### src/rtl/if_prefetch_unit_pkg.sv
// Shared definitions for the instruction-fetch front end.
//   INSTR_BYTES : PC increment per fetched instruction
//   NOP_INSTR   : addi x0,x0,0, presented when no instruction is valid
//   cnt_width() : bits needed to hold a count in 0..depth
package if_prefetch_unit_pkg;

  localparam int INSTR_BYTES = 4;
  localparam logic [31:0] NOP_INSTR = 32'h0000_0013;

  function automatic int cnt_width(input int depth);
    return $clog2(depth) + 1;
  endfunction

endpackage

### src/rtl/if_prefetch_unit_if.sv
// Instruction-memory request/response bus.
//   master : fetch unit side (drives imem_req/imem_addr)
//   slave  : memory side (drives imem_ready/imem_rvalid/imem_rdata)
// A request is accepted when imem_req & imem_ready; responses return in
// request order on imem_rvalid/imem_rdata.
interface if_prefetch_unit_if #(
  parameter int ADDR_SIZE = 10,
  parameter int WORD_SIZE = 32
);
  logic                 imem_req;
  logic [ADDR_SIZE-1:0] imem_addr;
  logic                 imem_ready;
  logic                 imem_rvalid;
  logic [WORD_SIZE-1:0] imem_rdata;

  modport master (output imem_req, imem_addr, input imem_ready, imem_rvalid, imem_rdata);
  modport slave  (input imem_req, imem_addr, output imem_ready, imem_rvalid, imem_rdata);
endinterface

### src/rtl/if_prefetch_unit_chk.sv
// Run-time checks on the fetch unit's bookkeeping.
//   push/full           : queue must never be written while full
//   outstanding/drop_cnt: drop_cnt <= outstanding <= DEPTH
module if_prefetch_unit_chk #(
  parameter int DEPTH = 4,
  parameter int CW    = 3
) (
  input logic          clk,
  input logic          rst,
  input logic          push,
  input logic          full,
  input logic [CW-1:0] outstanding,
  input logic [CW-1:0] drop_cnt
);
  // Counter and queue invariants, evaluated every cycle outside reset.
  always @(posedge clk) begin
    if (!rst) begin
      assert (!(push && full)) else $fatal(1, "prefetch queue written while full");
      assert (drop_cnt <= outstanding) else $error("drop count exceeds outstanding requests");
      assert (outstanding <= CW'(DEPTH)) else $error("outstanding requests exceed depth");
    end
  end
endmodule

### src/rtl/if_prefetch_unit_sync_fifo.sv
// Synchronous FIFO holding fetched {pc, instruction} entries.
//   clk, rst     : clock, synchronous active-high reset
//   flush        : synchronous clear (takes priority over push/pop)
//   push, din    : write an entry (ignored when full)
//   pop          : drop the head (ignored when empty)
//   dout         : head entry, read straight from storage flops
//   full, empty, count : occupancy
module sync_fifo
  import if_prefetch_unit_pkg::*;
#(
  parameter int WIDTH = 42,
  parameter int DEPTH = 4,
  parameter int CW    = cnt_width(DEPTH)
) (
  input  logic             clk,
  input  logic             rst,
  input  logic             flush,
  input  logic             push,
  input  logic             pop,
  input  logic [WIDTH-1:0] din,
  output logic [WIDTH-1:0] dout,
  output logic             full,
  output logic             empty,
  output logic [CW-1:0]    count
);
  localparam int PW = $clog2(DEPTH);

  logic [WIDTH-1:0] mem_r [DEPTH];
  logic [PW-1:0]    wr_ptr_r;
  logic [PW-1:0]    rd_ptr_r;
  logic [CW-1:0]    count_r;
  logic             push_ok_s;
  logic             pop_ok_s;

  // Qualify requests against occupancy and expose the head and status.
  always_comb begin
    push_ok_s = push && (count_r != CW'(DEPTH));
    pop_ok_s  = pop && (count_r != {CW{1'b0}});
    dout      = mem_r[rd_ptr_r];
    full      = (count_r == CW'(DEPTH));
    empty     = (count_r == {CW{1'b0}});
    count     = count_r;
  end

  // Pointers and occupancy; flush empties the queue without touching storage.
  always_ff @(posedge clk) begin
    if (rst || flush) begin
      wr_ptr_r <= {PW{1'b0}};
      rd_ptr_r <= {PW{1'b0}};
      count_r  <= {CW{1'b0}};
    end else begin
      if (push_ok_s) begin
        wr_ptr_r <= wr_ptr_r + PW'(1'b1);
      end
      if (pop_ok_s) begin
        rd_ptr_r <= rd_ptr_r + PW'(1'b1);
      end
      count_r <= count_r + CW'(push_ok_s) - CW'(pop_ok_s);
    end
  end

  // Entry storage; needs no reset because count gates every read.
  always_ff @(posedge clk) begin
    if (push_ok_s && !flush && !rst) begin
      mem_r[wr_ptr_r] <= din;
    end
  end

endmodule

### src/rtl/if_prefetch_unit.sv
// Instruction-fetch front end: PC generator, in-order variable-latency imem
// interface and a DEPTH-entry prefetch queue feeding IF/ID.
//   clk, rst        : clock, synchronous active-high reset
//   imem            : request/response bus (master side)
//   redirect, redirect_target : taken branch/jump; flush and refetch
//   instr_valid, instr, instr_pc : queue head (NOP / 0 when invalid)
//   instr_ready     : downstream consumes the head
module if_prefetch_unit
  import if_prefetch_unit_pkg::*;
#(
  parameter int          WORD_SIZE = 32,
  parameter int          ADDR_SIZE = 10,
  parameter int          DEPTH     = 4,
  parameter int unsigned RESET_PC  = 0
) (
  input  logic                 clk,
  input  logic                 rst,
  if_prefetch_unit_if.master   imem,
  input  logic                 redirect,
  input  logic [ADDR_SIZE-1:0] redirect_target,
  output logic                 instr_valid,
  output logic [WORD_SIZE-1:0] instr,
  output logic [ADDR_SIZE-1:0] instr_pc,
  input  logic                 instr_ready
);
  localparam int CW = cnt_width(DEPTH);
  localparam int EW = ADDR_SIZE + WORD_SIZE;
  localparam logic [ADDR_SIZE-1:0] PC_STEP = ADDR_SIZE'(INSTR_BYTES);

  logic [ADDR_SIZE-1:0] fetch_pc_r;
  logic [ADDR_SIZE-1:0] resp_pc_r;
  logic [CW-1:0]        outstanding_r;
  logic [CW-1:0]        drop_cnt_r;
  logic [ADDR_SIZE-1:0] target_s;
  logic [CW:0]          inflight_s;
  logic [CW-1:0]        count_s;
  logic [EW-1:0]        head_s;
  logic                 issue_s, hs_s, rsp_s, keep_s, push_s, pop_s;
  logic                 full_s, empty_s;

  // Issue decision, response routing and head presentation.
  always_comb begin
    target_s = {redirect_target[ADDR_SIZE-1:2], 2'b00};
    // Entries queued plus live (non-dropped) requests must leave room for one more.
    inflight_s = {1'b0, count_s} + {1'b0, outstanding_r} - {1'b0, drop_cnt_r};
    issue_s = !rst && !redirect && (outstanding_r < CW'(DEPTH))
              && (inflight_s < (CW+1)'(DEPTH));
    hs_s   = issue_s && imem.imem_ready;
    rsp_s  = imem.imem_rvalid && !rst;
    keep_s = rsp_s && (drop_cnt_r == {CW{1'b0}});
    push_s = keep_s && !redirect;
    instr_valid = !rst && !empty_s;
    pop_s = instr_valid && instr_ready && !redirect;
    if (instr_valid) begin
      instr    = head_s[WORD_SIZE-1:0];
      instr_pc = head_s[EW-1:WORD_SIZE];
    end else begin
      instr    = WORD_SIZE'(NOP_INSTR);
      instr_pc = {ADDR_SIZE{1'b0}};
    end
    imem.imem_req  = issue_s;
    imem.imem_addr = fetch_pc_r;
  end

  // PC generators and request/drop bookkeeping.
  always_ff @(posedge clk) begin
    if (rst) begin
      fetch_pc_r    <= ADDR_SIZE'(RESET_PC);
      resp_pc_r     <= ADDR_SIZE'(RESET_PC);
      outstanding_r <= {CW{1'b0}};
      drop_cnt_r    <= {CW{1'b0}};
    end else if (redirect) begin
      fetch_pc_r    <= target_s;
      resp_pc_r     <= target_s;
      outstanding_r <= outstanding_r - CW'(rsp_s);
      // Every request still unreturned after this cycle belongs to the old path.
      drop_cnt_r    <= outstanding_r - CW'(rsp_s);
    end else begin
      if (hs_s) begin
        fetch_pc_r <= fetch_pc_r + PC_STEP;
      end
      if (push_s) begin
        resp_pc_r <= resp_pc_r + PC_STEP;
      end
      if (rsp_s && !keep_s) begin
        drop_cnt_r <= drop_cnt_r - CW'(1'b1);
      end
      outstanding_r <= outstanding_r + CW'(hs_s) - CW'(rsp_s);
    end
  end

  sync_fifo #(.WIDTH(EW), .DEPTH(DEPTH), .CW(CW)) u_queue (
    .clk   (clk),
    .rst   (rst),
    .flush (redirect),
    .push  (push_s),
    .pop   (pop_s),
    .din   ({resp_pc_r, imem.imem_rdata}),
    .dout  (head_s),
    .full  (full_s),
    .empty (empty_s),
    .count (count_s)
  );

  if_prefetch_unit_chk #(.DEPTH(DEPTH), .CW(CW)) u_chk (
    .clk         (clk),
    .rst         (rst),
    .push        (push_s),
    .full        (full_s),
    .outstanding (outstanding_r),
    .drop_cnt    (drop_cnt_r)
  );

endmodule

### src/flat_wrapper.sv
// flat-port wrapper written by rule: the top's interface ports become plain ports
module if_prefetch_unit_flat import if_prefetch_unit_pkg::*;
#(
  parameter int          WORD_SIZE = 32,
  parameter int          ADDR_SIZE = 10,
  parameter int          DEPTH     = 4,
  parameter int unsigned RESET_PC  = 0
)
  (clk, rst, redirect, redirect_target, instr_valid, instr, instr_pc, instr_ready, imem_imem_req, imem_imem_addr, imem_imem_ready, imem_imem_rvalid, imem_imem_rdata);
  if_prefetch_unit_if #(.ADDR_SIZE(ADDR_SIZE), .WORD_SIZE(WORD_SIZE)) imem_i ();
  input  logic clk;
  input  logic rst;
  input  logic redirect;
  input  logic [ADDR_SIZE-1:0] redirect_target;
  output logic instr_valid;
  output logic [WORD_SIZE-1:0] instr;
  output logic [ADDR_SIZE-1:0] instr_pc;
  input  logic instr_ready;
  output wire logic [$bits(imem_i.imem_req)-1:0] imem_imem_req;
  output wire logic [$bits(imem_i.imem_addr)-1:0] imem_imem_addr;
  input wire logic [$bits(imem_i.imem_ready)-1:0] imem_imem_ready;
  input wire logic [$bits(imem_i.imem_rvalid)-1:0] imem_imem_rvalid;
  input wire logic [$bits(imem_i.imem_rdata)-1:0] imem_imem_rdata;
  assign imem_imem_req = imem_i.imem_req;
  assign imem_imem_addr = imem_i.imem_addr;
  assign imem_i.imem_ready = imem_imem_ready;
  assign imem_i.imem_rvalid = imem_imem_rvalid;
  assign imem_i.imem_rdata = imem_imem_rdata;
  if_prefetch_unit #(.WORD_SIZE(WORD_SIZE), .ADDR_SIZE(ADDR_SIZE), .DEPTH(DEPTH), .RESET_PC(RESET_PC)) u_core (.clk(clk), .rst(rst), .imem(imem_i), .redirect(redirect), .redirect_target(redirect_target), .instr_valid(instr_valid), .instr(instr), .instr_pc(instr_pc), .instr_ready(instr_ready));
endmodule
### config.mk
export PLATFORM = sky130hd
export DESIGN_NAME = if_prefetch_unit_flat
export DESIGN_NICKNAME = d
export VERILOG_FILES = /design/src/rtl/if_prefetch_unit_pkg.sv /design/src/rtl/if_prefetch_unit_if.sv /design/src/rtl/if_prefetch_unit_chk.sv /design/src/rtl/if_prefetch_unit_sync_fifo.sv /design/src/rtl/if_prefetch_unit.sv /design/src/flat_wrapper.sv
export SDC_FILE = /design/constraint.sdc
export NUM_CORES = 1
export LEC_CHECK = 0
export BUFFER_PORTS_ARGS = -buffer_cell sky130_fd_sc_hd__buf_2
export CAP_MARGIN = 20
export CORE_MARGIN = 1.5
export CORE_UTILIZATION = 50
export DETAILED_ROUTE_END_ITERATION = 7
export GPL_ROUTABILITY_DRIVEN = 0
export PLACE_DENSITY = 0.7
export SLEW_MARGIN = 10
export SYNTH_ARGS = -nofsm -noshare
export SYNTH_HDL_FRONTEND = slang
export SYNTH_SLANG_ARGS = --single-unit
### constraint.sdc
create_clock -name clk -period 4.63 [get_ports clk]
set_clock_uncertainty 0.2 [all_clocks]
set_input_delay 0.2315 -clock clk [delete_from_list [all_inputs] [get_ports clk]]
set_output_delay 0.2315 -clock clk [all_outputs]
set_load 0.03 [all_outputs]
After elaboration in Yosys (flattened, before gate mapping)
Memories as Yosys holds them, arrays and structs flattened. A register that Yosys moved wholly into a read port is not among the register bits.
Cells that the tools add are included.
W data, S select, Z words.
- flip-flop bits (word level): 33
- bits in latches: 0
- bits in writable memories: 168
- ROM bits: 0
- bits of input ports: 48
- word-level logic and storage cells: 65
- memories: 1
- memory list (name ; words ; bits a word ; rd ports ; clocked after memory_dff ; wr ports ; RTL line ; RTL):
    u_core.u_queue.mem_r ; 4 ; 42 ; 1 ; 1 ; 1 ; if_prefetch_unit_sync_fifo.sv:28 ; logic [WIDTH-1:0] mem_r [DEPTH];
- add/subtract/negate cells: 12
- multipliers: 0
- divide/modulo/power cells: 0
- order comparisons: 2
- eq/ne operators: 1
- shifts and indexed selects: 0
- mux-type cells: 13
- bitwise logic cells: 0
- reductions and logical operators: 27
- operators with widths (kind ; count):
    $mux W10 ; 5
    $mux W32 ; 1
    $add A10 B3 Y10 const B ; 2
    $logic_and A1 B1 Y1 ; 15
    $mux W3 ; 3
    $sub A3 B1 Y3 ; 3
    $add A3 B1 Y3 ; 2
    $logic_not A3 Y1 ; 2
    $reduce_bool A2 Y1 ; 3
    $add A2 B1 Y2 const B ; 2
    $add A3 B3 Y4 ; 1
    $logic_not A1 Y1 ; 4
    $lt A4 B3 Y1 const B ; 1
    $mux W2 ; 2
    $sub A4 B3 Y4 ; 1
    $lt A3 B3 Y1 const B ; 1
    $ne A3 B3 Y1 const B ; 1
    $reduce_bool A3 Y1 ; 1
    $sub A3 B1 Y3 const B ; 1
    $mux W1 ; 2
    $reduce_or A2 Y1 ; 1
    $logic_or A1 B1 Y1 ; 1

Longest topological paths before layout
Gate-level depths: netlist of run 1.
- depth in word-level cells: 9
- gate-level depth with buffers: 14
- mapped depth without buffers: 14

Hierarchy
From an unflattened synthesis of run 1, not the netlist that was laid out.
- cells, all modules: 487
- area total of the unflattened synthesis: 8360.5 um^2
- modules (own cells, without submodules) (module ; instances ; cells an instance ; area each (um^2) ; sequential area each (um^2)):
    sync_fifo ; 1 ; 269 ; 6591.3 ; 5225.0
    if_prefetch_unit ; 1 ; 218 ; 1769.2 ; 440.4

Least setup slack after synthesis of run 1
OpenSTA, ideal clock, no wires.
- kind: register to register
- start: reg u_core.u_queue.count_r[1] (netlist: u_core.u_queue.count[1])
- end: reg u_core.outstanding_r[2]
- setup time: 0.128 ns
- arrival time: 3.248 ns
- data required time: 4.302 ns
- slack: 1.054 ns
- cell stages (with the launch flop): 15
- path through: dfxtp_1 inv_1 fa_1 inv_1 ha_1 and3b_1 o2111a_1 o21ai_0 inv_1 ha_1 fa_1 xor2_1 o21ai_0 xnor2_1 nor2_1
- longest elaborated chain between the ends: 8
- ends and longest elaborated chain (what ; RTL line ; RTL):
    from (decl) ; if_prefetch_unit_sync_fifo.sv:31 ; logic [CW-1:0] count_r;
    from (signal assigned) ; if_prefetch_unit_sync_fifo.sv:50 ; count_r <= {CW{1'b0}};
    from (signal assigned) ; if_prefetch_unit_sync_fifo.sv:58 ; count_r <= count_r + CW'(push_ok_s) - CW'(pop_ok_s);
    $add A3 B3 Y4 ; if_prefetch_unit.sv:45 ; inflight_s = {1'b0, count_s} + {1'b0, outstanding_r} - {1'b0, drop_cnt_r};
    $sub A4 B3 Y4 ; if_prefetch_unit.sv:45 ;
    $lt A4 B3 Y1 ; if_prefetch_unit.sv:47 ; && (inflight_s < (CW+1)'(DEPTH));
    $logic_and A1 B1 Y1 ; if_prefetch_unit.sv:47 ;
    $logic_and A1 B1 Y1 ; if_prefetch_unit.sv:48 ; hs_s = issue_s && imem.imem_ready;
    $add A3 B1 Y3 ; if_prefetch_unit.sv:88 ; outstanding_r <= outstanding_r + CW'(hs_s) - CW'(rsp_s);
    $sub A3 B1 Y3 ; if_prefetch_unit.sv:88 ;
    $mux W3 ; if_prefetch_unit.sv:72 ; end else if (redirect) begin
    to (signal assigned) ; if_prefetch_unit.sv:70 ; outstanding_r <= {CW{1'b0}};
    to (signal assigned) ; if_prefetch_unit.sv:75 ; outstanding_r <= outstanding_r - CW'(rsp_s);
    to (signal assigned) ; if_prefetch_unit.sv:88 ;
    to (decl) ; if_prefetch_unit.sv:32 ; logic [CW-1:0] outstanding_r;
No other way between the ends.
A chain may end at the register's enable or synchronous reset.

Worst setup path after layout of run 1
Same ends and word-level chain as after synthesis.

==> flow_metrics.tcl, run 1 <==
set metrics [dict create \
    pwr-share-comb_pct 7.0 \
    yosys_warnings 0 \
    cts_tree "yes" \
    async_flop_share_pct 0 \
    wire_per_inst_microns 18.7 \
    synth_area_leaders "edfxtp_1, mux4_2, dfxtp_1" \
    synthCells 480 \
    irDropWorstVdd_mv 0.291 \
    antenna_cells 0 \
    worstMarginPinSlew_ns 0.824 \
    pwr_density_cell_nw_per_um2 373 \
    clock-sinks 191 \
    drt-initial-drc-count 283 \
    syn_area_per_cell_sq_um 16.6 \
    p_switching_mw 0.767 \
    p_clk_share_pct 39.8 \
    port_buffers 95 \
    fillers 1108 \
    internal-power_mw 2.84 \
    insertion_delay_ns 0.43 \
    regArea_sq_um 5430 \
    setup-violations-final 0 \
    cp.arrival_ns 4.03 \
    final_common_cell "edfxtp_1" \
    via_per_inst 5.52 \
    dieWidth_microns 129 \
    cap_violations 0 \
    nets 684 \
    grt_use_total_pct 19.8 \
    grt_max_degree 41 \
    fin_ws_ns 0.713 \
    die_area_sq_um 16700 \
    die_h_microns 129 \
    syn_to_final_growth_pct 21.7 \
    rsz0062_at_grt "false" \
    synth_edf_count 160 \
    synth_area_leader_cell "edfxtp_1" \
    drive_gt1_share_pct 29.0 \
    finalSetupTns_ns 0 \
    p_leak_nw 3.62 \
    layout_common_cells "edfxtp_1, buf_2, and3_1" \
    root_buffer "clkbuf_16" \
    path_clk_slew_ns 0.07 \
    outcome "finished, final reports clean" \
    hold_class "in -> reg" \
    wl_microns 15700 \
    period_share_pct 84.6 \
    cts_inserted_buffers 17 \
    yosysTopAreaCellShare_pct 60.4 \
    postLayoutCellArea_sq_um 9690 \
    worstPathRequired_ns 4.74 \
    place_area_sq_um 8700 \
    core_area_sq_um 15400 \
    multiInputGateArea_sq_um 2320 \
    critPathKind "reg -> reg" \
    yosysUniqueCellTypes 49 \
    htree_levels 4 \
    initial_utilization_pct 51.8 \
    vias 4628 \
    finalMaxSlewViolations 0 \
    swShare_pct 21.2 \
    grt_pass1_vias 4796 \
    postLayoutCoreUtil_pct 63.0 \
    yosys_most_used_dff "edfxtp_1" \
    grt-ovfl-total 0 \
    relSlewSlack_pct 45.1 \
    startpoint_type "flip-flop" \
    grt_pass1_wl_microns 24400 \
    min_period_ns 3.92 \
    synth-seq-area-share_pct 68.2 \
    cp_max_fo 9 \
    row_count 45 \
    seqPwrFrac_pct 53.2 \
    cts_buffer_depth 2 \
    finalHoldViolCount 0 \
    ys_seq_elements 191 \
    preCtsSetupSlack_ns 0.722 \
    end_kind "flip-flop" \
    cts_setup_buffers 0 \
    dp_hpwl_microns 9560 \
    drt_pass1_iterations 4 \
    pin_count 102 \
    drc 0 \
    antenna_found_initial 0 \
    syn-cell-area_sq_um 7960 \
    ant_nets 0 \
    fmax_mhz 255 \
]
-- area by class of cell --
type | count | area share, %
Clock buffer | 19 | 4.47
Multi-Input combinational cell | 235 | 23.9
Timing Repair Buffer | 143 | 10.4
Inverter | 27 | 1.05
Tap cell | 211 | 2.72
Clock inverter | 12 | 1.47
Sequential cell | 191 | 56.0
-- final timing paths --
path,slack (ns),to,cells after the start,start
worst min register to register,0.34,flip-flop,2,u_core.u_queue.rd_ptr_r[1]
worst max register to register,0.71,u_core.outstanding_r[2],14,u_core.u_queue.count[1]
worst max-delay path,0.71,u_core.outstanding_r[2],14,u_core.u_queue.count[1]
worst min-delay path,0.01,u_core.resp_pc_r[4],3,redirect_target[4]
-- flip-flops by register name, summed over array words and instances, names as in the netlist, named ones only --
signal                   flops
u_core.u_queue.mem_r       160
u_core.imem.imem_addr        8
u_core.resp_pc_r             8
u_core.drop_cnt_r            3
u_core.outstanding_r         3
u_core.u_queue.count         3
u_core.u_queue.rd_ptr_r      2
u_core.u_queue.wr_ptr_r      2
-- metal layers --
metal | share of wire, % | GRT usage [%] | vias up | wire, microns
met5 | 0 | 0 | - | 0
met4 | 1.2 | 6.48 | 0 | 192
met3 | 5.0 | 4.83 | 12 | 782
met2 | 53 | 35.2 | 144 | 8340
met1 | 41 | 23.7 | 2335 | 6360
li1 | - | - | 2137 | -
-- cell usage after synthesis, types with 2 or more instances --
master,count
a21oi_1,11
or3_1,2
ha_1,17
fa_1,4
and2_1,5
nor2_1,18
xor2_1,7
o2111a_1,4
inv_1,27
buf_4,4
a2111oi_1,3
and3_1,41
a211oi_1,10
nand4_1,5
or2_2,3
dfxtp_1,31
nand2_1,12
mux2i_1,3
xnor2_1,8
o21ai_0,13
nor3_1,3
mux4_2,40
edfxtp_1,160
clkbuf_1,20
buf_2,5
-- worst max-delay path, stage by stage (launching register included) --
cell	delay, ns
dfxtp_1	0.41
inv_1	0.11
fa_1	0.54
inv_1	0.04
ha_1	0.27
and3b_1	0.23
o2111a_1	0.36
o21ai_0	0.45
inv_1	0.09
ha_1	0.21
fa_1	0.38
xor2_1	0.15
o21ai_0	0.18
xnor2_1	0.14
nor2_1	0.05
-- metrics by stage --
stage | hold slack (ns) | cells | total power, mW
global placement | 0.241 | 763 | 2.17
floorplan | 0.130 | 483 | 2.10
CTS | 0.00113 | 837 | 3.64
detailed placement | 0.250 | 767 | 2.18
finish | 0.0111 | 838 | 3.61
global route | 0.0465 | 838 | 3.74
-- power groups by stage --
stage	clock network [mW]	registers, mW	logic (mW)
final	1.44	1.92	0.254
after global routing	1.54	1.92	0.280
after CTS	1.46	1.92	0.255
after detailed placement	0	1.96	0.228
after global placement	0	1.95	0.215
after floorplan	0	1.96	0.143
-- kinds of logic (layout without fill, tap and decap cells) --
logic type	count (synthesis)	count (layout)	synth area share [%]
xor gates and xnor gates	15	15	1.65
adders and majority gates	21	21	3.68
other	1	4	0.0471
DFF	191	191	68.2
muxes	43	43	11.7
AOI/OAI and AO/OA	52	52	4.54
and+or+nand+nor	100	100	7.28
buffers and inverters	57	201	2.95
-- timing repair --
action	4_1_cts	5_1_grt
setup endpoints to repair	0	0
resized for setup	0	0
hold endpoints to repair	142	0
hold buffers	39	0
Power figures use the tool's default switching activity.
==> run 2: changes to the inputs <==
Clock period 4.63 ns to 3.8 ns, I/O delays scaled along.
==> flow_metrics.tcl, run 2 (synthesized netlist as in run 1, its figures left out) <==
set metrics [dict create \
    top_register "u_core.u_queue.mem_r" \
    grt_use_total_pct 20.1 \
    cp.arrival_ns 3.71 \
    initial_utilization_pct 51.8 \
    worstMarginPinSlew_ns 0.810 \
    path_clk_slew_ns 0.06 \
    outcome "finished, final reports clean" \
    wl_microns 15700 \
    rsz0062_at_grt "false" \
    die_area_sq_um 16700 \
    seqPwrFrac_pct 53.3 \
    finalMaxSlewViolations 0 \
    final_common_cell "edfxtp_1" \
    fmax_mhz 278 \
    cts_buffer_depth 2 \
    worstPathRequired_ns 3.92 \
    cts_tree "yes" \
    dp_cells 772 \
    vias 4662 \
    drc 0 \
    ant_nets 0 \
    startpoint_type "flip-flop" \
    nets 692 \
    cts_repair_resize_count 0 \
    p_leak_nw 3.64 \
    critPathKind "reg -> reg" \
    finalSetupTns_ns 0 \
    irDropWorstVdd_mv 0.361 \
    antenna_found_initial 0 \
    internal-power_mw 3.46 \
    grt-ovfl-total 0 \
    stdcell_count 846 \
    syn_to_final_growth_pct 22.2 \
    pwr_density_cell_nw_per_um2 451 \
    antenna_cells 0 \
    grt_pass1_vias 4822 \
    hold_class "in -> reg" \
    pin_count 102 \
    swShare_pct 21.2 \
    period_share_pct 94.6 \
    dp_hpwl_microns 9530 \
    cap_violations 0 \
    insertion_delay_ns 0.43 \
    setup-violations-final 0 \
    clock-sinks 191 \
    wire_per_inst_microns 18.5 \
    p_switching_mw 0.930 \
    htree_levels 4 \
    cts_setup_buffers 0 \
    layout_common_cells "edfxtp_1, buf_2, dlygate4sd3_1" \
    relSlewSlack_pct 46.0 \
    port_buffers 95 \
    min_period_ns 3.59 \
    root_buffer "clkbuf_16" \
    finalHoldViolCount 0 \
    die_h_microns 129 \
    cts_inserted_buffers 17 \
    drt-initial-drc-count 374 \
    grt_max_degree 41 \
    largest_register_ffs 160 \
    cp_max_fo 4 \
    drt_pass1_iterations 4 \
    fillers 1100 \
    core_area_sq_um 15400 \
    via_per_inst 5.51 \
    dieWidth_microns 129 \
    pwr-share-comb_pct 7.2 \
    grt_pass1_wl_microns 25000 \
    row_count 45 \
    ctsHoldBuffers 43 \
    drive_gt1_share_pct 29.3 \
    end_kind "flip-flop" \
    p_clk_share_pct 39.5 \
]
## run 2: cell types whose count changed in the layout (fill, tap and decap cells not counted)
cell and delta:
dlygate4sd3_1 +4, clkinv_1 +2, inv_6 -2, buf_4 +6
clkbuf_1 -2, clkinv_2 -1, buf_12 -1, clkinvlp_4 +3
buf_16 -1
## run 2: path summary, 6_finish.rpt
path	start	slack [ns]	end	cells after the start
max reg2reg	u_core.u_queue.count[1]	0.21	u_core.outstanding_r[2]	14
max	u_core.u_queue.count[1]	0.21	u_core.outstanding_r[2]	14
min reg2reg	u_core.resp_pc_r[9]	0.34	u_core.u_queue.mem_r[0][41]	0
min	redirect	0.06	u_core.imem.imem_addr[2]	3
## run 2: final cells by class
class,count,area (sq um),area share [%]
repair buffers,151,1040,10.7
multi-input cells,235,2320,23.8
clock inverters,14,150,1.54
well taps,211,264,2.71
clock buffers,17,425,4.37
inverters,27,101,1.04
flip-flops and latches,191,5430,55.8
## run 2: metrics by stage
stage	util (%)	power (mW)	hold slack (ns)	setup WS, ns	instance area, sq um
6_report	63.3	4.39	0.0583	0.205	9730
5_1_grt	63.3	4.55	0.0721	0.00428	9730
4_1_cts	63.3	4.42	0.0386	0.193	9730
3_5_place_dp	56.7	2.67	0.207	0.235	8720
3_3_place_gp	56.7	2.65	0.200	0.297	8720
2_1_floorplan	-	2.56	0.0889	0.224	7970
## run 2: routing by layer
metal / vias up / global-route usage (%) / part of all wire, %
met4: 0 / 6.48 / 1.7
met3: 19 / 5.49 / 5.3
li1: 2156 / - / -
met2: 140 / 32.9 / 50
met1: 2347 / 26.2 / 43
met5: - / 0 / 0
## run 2: worst max-delay path, cell delays in order (launching register included)
cell and delay [ns]:
dfxtp_1 0.40, inv_1 0.11, fa_1 0.54, inv_1 0.04, ha_1 0.27, and3b_1 0.23
o2111a_1 0.26, o21ai_0 0.26, inv_1 0.08, ha_1 0.19, fa_1 0.38, xor2_1 0.14
o21ai_0 0.18, xnor2_1 0.14, nor2_1 0.05
## run 2: power groups by stage
stage	sequential, mW	clock, mW	combinational [mW]
2_1_floorplan	2.39	0	0.174
3_3_place_gp	2.38	0	0.268
3_5_place_dp	2.38	0	0.282
4_1_cts	2.34	1.76	0.318
5_1_grt	2.34	1.85	0.349
6_report	2.34	1.73	0.316
